==> config.mk <==
export PLATFORM = sky130hd
export DESIGN_NAME = vga_sync_timing
export DESIGN_NICKNAME = d
export VERILOG_FILES = /design/src/rtl/vga_sync_timing.sv
export SDC_FILE = /design/constraint.sdc
export NUM_CORES = 1
export LEC_CHECK = 0
export CELL_PAD_IN_SITES_DETAIL_PLACEMENT = 1
export CELL_PAD_IN_SITES_GLOBAL_PLACEMENT = 1
export CORE_UTILIZATION = 35
export CTS_BUF_LIST = sky130_fd_sc_hd__clkbuf_16
export DETAILED_ROUTE_END_ITERATION = 7
export PLACE_DENSITY_LB_ADDON = 0.1
export RECOVER_POWER = 25
export SLEW_MARGIN = 20
export SYNTH_ARGS = -nofsm -noshare
export SYNTH_HDL_FRONTEND = slang
export SYNTH_SLANG_ARGS = --single-unit
==> constraint.sdc <==
create_clock -name clk -period 2.3 [get_ports clk]
set_input_delay 0.46 -clock clk [delete_from_list [all_inputs] [get_ports clk]]
set_output_delay 0.46 -clock clk [all_outputs]
set_load 0.02 [all_outputs]
==> src/rtl/vga_sync_timing.sv <==
// VGA raster timing: pixel-rate enable divider, horizontal/vertical counters and
// registered, zero-skew position, blanking, sync and frame-start outputs.
module vga_sync_timing #(
  parameter int unsigned H_DISPLAY = 640,
  parameter int unsigned H_FRONT   = 16,
  parameter int unsigned H_SYNC    = 96,
  parameter int unsigned H_BACK    = 48,
  parameter int unsigned V_DISPLAY = 480,
  parameter int unsigned V_FRONT   = 10,
  parameter int unsigned V_SYNC    = 2,
  parameter int unsigned V_BACK    = 33,
  parameter int unsigned TICK_DIV  = 2,
  parameter bit          SYNC_POL  = 1'b0
) (
  input  logic       clk,
  input  logic       rst,
  output logic       pixel_tick,
  output logic [9:0] pixel_x,
  output logic [9:0] pixel_y,
  output logic       video_on,
  output logic       hsync,
  output logic       vsync,
  output logic       frame_start
);

  localparam int unsigned H_TOTAL = H_DISPLAY + H_FRONT + H_SYNC + H_BACK;
  localparam int unsigned V_TOTAL = V_DISPLAY + V_FRONT + V_SYNC + V_BACK;
  localparam int unsigned DIV_W   = (TICK_DIV > 1) ? $clog2(TICK_DIV) : 1;

  localparam logic [DIV_W-1:0] DIV_LAST = DIV_W'(TICK_DIV - 1);

  localparam logic [9:0] H_LAST       = 10'(H_TOTAL - 1);
  localparam logic [9:0] V_LAST       = 10'(V_TOTAL - 1);
  localparam logic [9:0] H_VIS        = 10'(H_DISPLAY);
  localparam logic [9:0] V_VIS        = 10'(V_DISPLAY);
  localparam logic [9:0] H_SYNC_START = 10'(H_DISPLAY + H_FRONT);
  localparam logic [9:0] H_SYNC_END   = 10'(H_DISPLAY + H_FRONT + H_SYNC - 1);
  localparam logic [9:0] V_SYNC_START = 10'(V_DISPLAY + V_FRONT);
  localparam logic [9:0] V_SYNC_END   = 10'(V_DISPLAY + V_FRONT + V_SYNC - 1);

  logic [DIV_W-1:0] div_q, div_d;
  logic             tick_en;
  logic             h_wrap;
  logic [9:0]       h_d, v_d;
  logic             video_on_d, hsync_act_d, vsync_act_d, frame_start_d;

  // pixel_x/pixel_y are the counters themselves; all decodes look at the next
  // position so every output updates on the same edge.
  always_comb begin
    tick_en       = (div_q == DIV_LAST);
    div_d         = tick_en ? '0 : div_q + 1'b1;
    h_wrap        = (pixel_x == H_LAST);
    h_d           = h_wrap ? 10'd0 : pixel_x + 10'd1;
    v_d           = pixel_y;
    if (h_wrap) begin
      v_d = (pixel_y == V_LAST) ? 10'd0 : pixel_y + 10'd1;
    end
    video_on_d    = (h_d < H_VIS) && (v_d < V_VIS);
    hsync_act_d   = (h_d >= H_SYNC_START) && (h_d <= H_SYNC_END);
    vsync_act_d   = (v_d >= V_SYNC_START) && (v_d <= V_SYNC_END);
    frame_start_d = (h_d == 10'd0) && (v_d == 10'd0);
  end

  // Reset parks the raster at the last pixel of the frame so the first tick
  // wraps cleanly to (0,0).
  always_ff @(posedge clk) begin
    if (rst) begin
      div_q       <= '0;
      pixel_x     <= H_LAST;
      pixel_y     <= V_LAST;
      video_on    <= 1'b0;
      hsync       <= ~SYNC_POL;
      vsync       <= ~SYNC_POL;
      pixel_tick  <= 1'b0;
      frame_start <= 1'b0;
    end else begin
      div_q <= div_d;
      if (tick_en) begin
        pixel_x     <= h_d;
        pixel_y     <= v_d;
        video_on    <= video_on_d;
        hsync       <= hsync_act_d ? SYNC_POL : ~SYNC_POL;
        vsync       <= vsync_act_d ? SYNC_POL : ~SYNC_POL;
        pixel_tick  <= 1'b1;
        frame_start <= frame_start_d;
      end else begin
        pixel_tick  <= 1'b0;
        frame_start <= 1'b0;
      end
    end
  end

endmodule
==> metrics <==
PortBufs=26; die width=71.70 um; CP Max Fanout=5; # clock sinks=26; Seq/Total Area, Yosys=30.61%; worst hold-check path type=flop to flop; Synth Area in Compound Gates=20.97%; async set or reset register ratio after synthesis=0%; launching point of the worst reg2reg path=pixel_x[0]$_SDFFE_PP1P_; First-pass DRT Iterations=4; Layout area overhead=26.93%; kind of critical path=flop to flop; Yosys warnings=0; Peak VDD IR=318.8 uV; post-synthesis adder-cell area fraction=2.943%; initial antenna violation count=0; vias in the first global route=1,698; status=completed; wire per inst=17.66 um; worst reg2reg path depth=7; PnR Total Power=0.001441 W; Final HPWL DP=3961 um; IO Pins=27; register share of total power=36.5%; mux share of post-synthesis cell area=0.5887%; mapped cell area=1700 um2; Synth Area per Inst=7.729 um2; Initial Util=37.75%; vias=1,726; first-pass GRT wire length=8576 um; XOR/XNOR Fraction of Synth Area=6.181%; startpoint types=flop; fin util=47.92%; crit path to=video_on$_SDFFE_PP0P_; Reg clk slew, reported paths=0.06 ns; power share of the clock group=27.1%; crit path capture type=flop; CTS max path bufs=2; Pwr Density=667.9 nW/um2; Die Area=5141 um2; WP data arrival=2.29 ns; simple-gate share of the synthesized area=31.79%; cell leakage power=0.8368 nW; Final GP Congestion=0.9232; fmax=0.4673 GHz; worst flop-to-flop path endpoint=video_on$_SDFFE_PP0P_; WL final=5280 um; beginning of the critical path=pixel_x[0]$_SDFFE_PP1P_; Yosys cell types=50; Setup Skew=0.002586 ns; ANT nets after route=0; worst hold start=video_on$_SDFFE_PP0P_; Slew HR=44.59%; ys flop type=dfxtp_1; most frequent cells in the layout=dfxtp_1, clkdlybuf4s50_1, nor2_1; Die H=71.70 um; Final Cycle Share=93.05%; DRT iter0 DRCs=109; CTS root buffer=clkbuf_16; cell row count=24; largest family of logic cells by synthesized area=simple AND/OR/NAND/NOR gates; Post-Syn Instances=220; global route total overflow=0; Final setup viols=0; switch share=35.06%; total track usage=21.19%; DRC violations left=0; Syn Nets=226; CTS buffer count=3; latest clock arrival within the worst-skew pair=0.26 ns; logic gate share of total power=36.4%; slew at the pin closest to its max-slew limit=0.8311 ns; Final Slew Violations=0; Via density=5.773; Switch Pwr=0.0005053 W; largest net degree at the start of global routing=18; CTS tree=done; register bit total from synthesis=26; Core Region=4504 um2; layout cell share with drive strength beyond 1=11.74%; max cap viols=0; minimum clock period=2.140 ns; Final Hold Vio Count=0; fillers=554; n_diodes=0; EDFF count, synth=0; Post-layout nets=255; CP Data Required Time=2.45 ns; Pint=0.0009362 W; most common cell after layout, fill and taps aside=dfxtp_1; total number of H-tree levels=1; r2r setup slk=0.16 ns
-- sequential cells by signal, summed over array words and instances (netlist names) --
register,cells
pixel_x,10
pixel_y,10
div_q,1
frame_start,1
hsync,1
pixel_tick,1
video_on,1
vsync,1
-- through the flow --
step	hold WS, ns	cells	instance area [um2]	worst slack [ns]	setup TNS [ns]
finish	0.4841	299	2158	0.1600	0
global route	0.5419	299	2158	-0.01460	-0.01460
global placement	0.4595	296	2085	0.2459	0
CTS	0.4878	299	2160	0.1144	0
detailed placement	0.4727	296	2085	0.1187	0
floorplan	0.5581	220	1704	0.02480	0
-- routing by layer --
metal	up-vias	wire length (um)	GRT usage, %	share of wire (%)
li1	841	-	-	-
met1	842	2698	31.29	51
met2	35	2330	32.70	44
met3	8	200	3.094	3.8
met4	0	51	4.357	0.97
met5	-	0	0	0
-- area by class of cell --
class / instances / area (um2) / share of cell area, %
timing repair buffer: 46 / 406.6 / 18.84
sequential: 26 / 521.8 / 24.17
tap: 52 / 65.06 / 3.014
multi-input combinational: 166 / 1067 / 49.45
clock buffer: 3 / 75.07 / 3.478
inverter: 6 / 22.52 / 1.043
-- logic make-up (layout without fill, tap and decap cells) --
logic type / after synthesis / after routing
compound gates: 54 / 54
xor+xnor: 12 / 12
flops: 26 / 26
fa+ha+maj: 4 / 4
buf+inv: 28 / 55
mux: 1 / 1
simple gates: 95 / 95
-- repair_timing --
action	in CTS	in global routing
endpoints found under the setup margin	0	4
setup buffers	0	0
hold buffers	0	0
endpoints found under the hold margin	0	0
resized for setup	0	2
-- worst max-delay path, cell delays in order (launching register included) --
cell and delay (ns):
dfxtp_1 0.40, ha_2 0.20, and4_1 0.29, nand3_4 0.13, nor3_4 0.29, xnor2_1 0.13
or3_1 0.35, a32o_1 0.26
-- synthesized netlist by cell type, types with 4 or more instances --
cell | count | share of area, %
a21oi_1 | 12 | 3.5
a31oi_1 | 6 | 2.2
and3_1 | 4 | 1.5
and4_1 | 4 | 2.1
buf_2 | 4 | 1.2
clkbuf_1 | 16 | 3.5
dfxtp_1 | 26 | 31
ha_1 | 4 | 2.9
inv_1 | 6 | 1.3
nand2_1 | 15 | 3.3
nand3_1 | 9 | 2.6
nand4_1 | 4 | 1.5
nor2_1 | 22 | 4.9
nor2b_1 | 5 | 1.8
nor3_1 | 12 | 3.5
o21ai_0 | 4 | 1.2
o21ai_1 | 8 | 2.4
xnor2_1 | 7 | 3.6
xor2_1 | 5 | 2.6
-- worst min path at each step --
stage	slack, ns	end	depth (start not counted)
3_3_place_gp	0.46	video_on$_SDFFE_PP0P_	1
3_5_place_dp	0.47	video_on$_SDFFE_PP0P_	1
2_1_floorplan	0.56	vsync$_SDFFE_PP1P_	2
6_report	0.48	video_on$_SDFFE_PP0P_	1
4_1_cts	0.49	video_on$_SDFFE_PP0P_	1
5_1_grt	0.54	video_on$_SDFFE_PP0P_	1
-- power by group through the flow --
| stage | logic [W] | clock network, W | registers, W |
|---|---|---|---|
| detailed placement | 0.000515 | 0 | 0.000535 |
| global route | 0.000570 | 0.000413 | 0.000532 |
| CTS | 0.000519 | 0.000400 | 0.000526 |
| finish | 0.000525 | 0.000391 | 0.000525 |
| floorplan | 0.000325 | 0 | 0.000548 |
| global placement | 0.000501 | 0 | 0.000533 |
No activity file was read; power rests on OpenSTA's default activity.
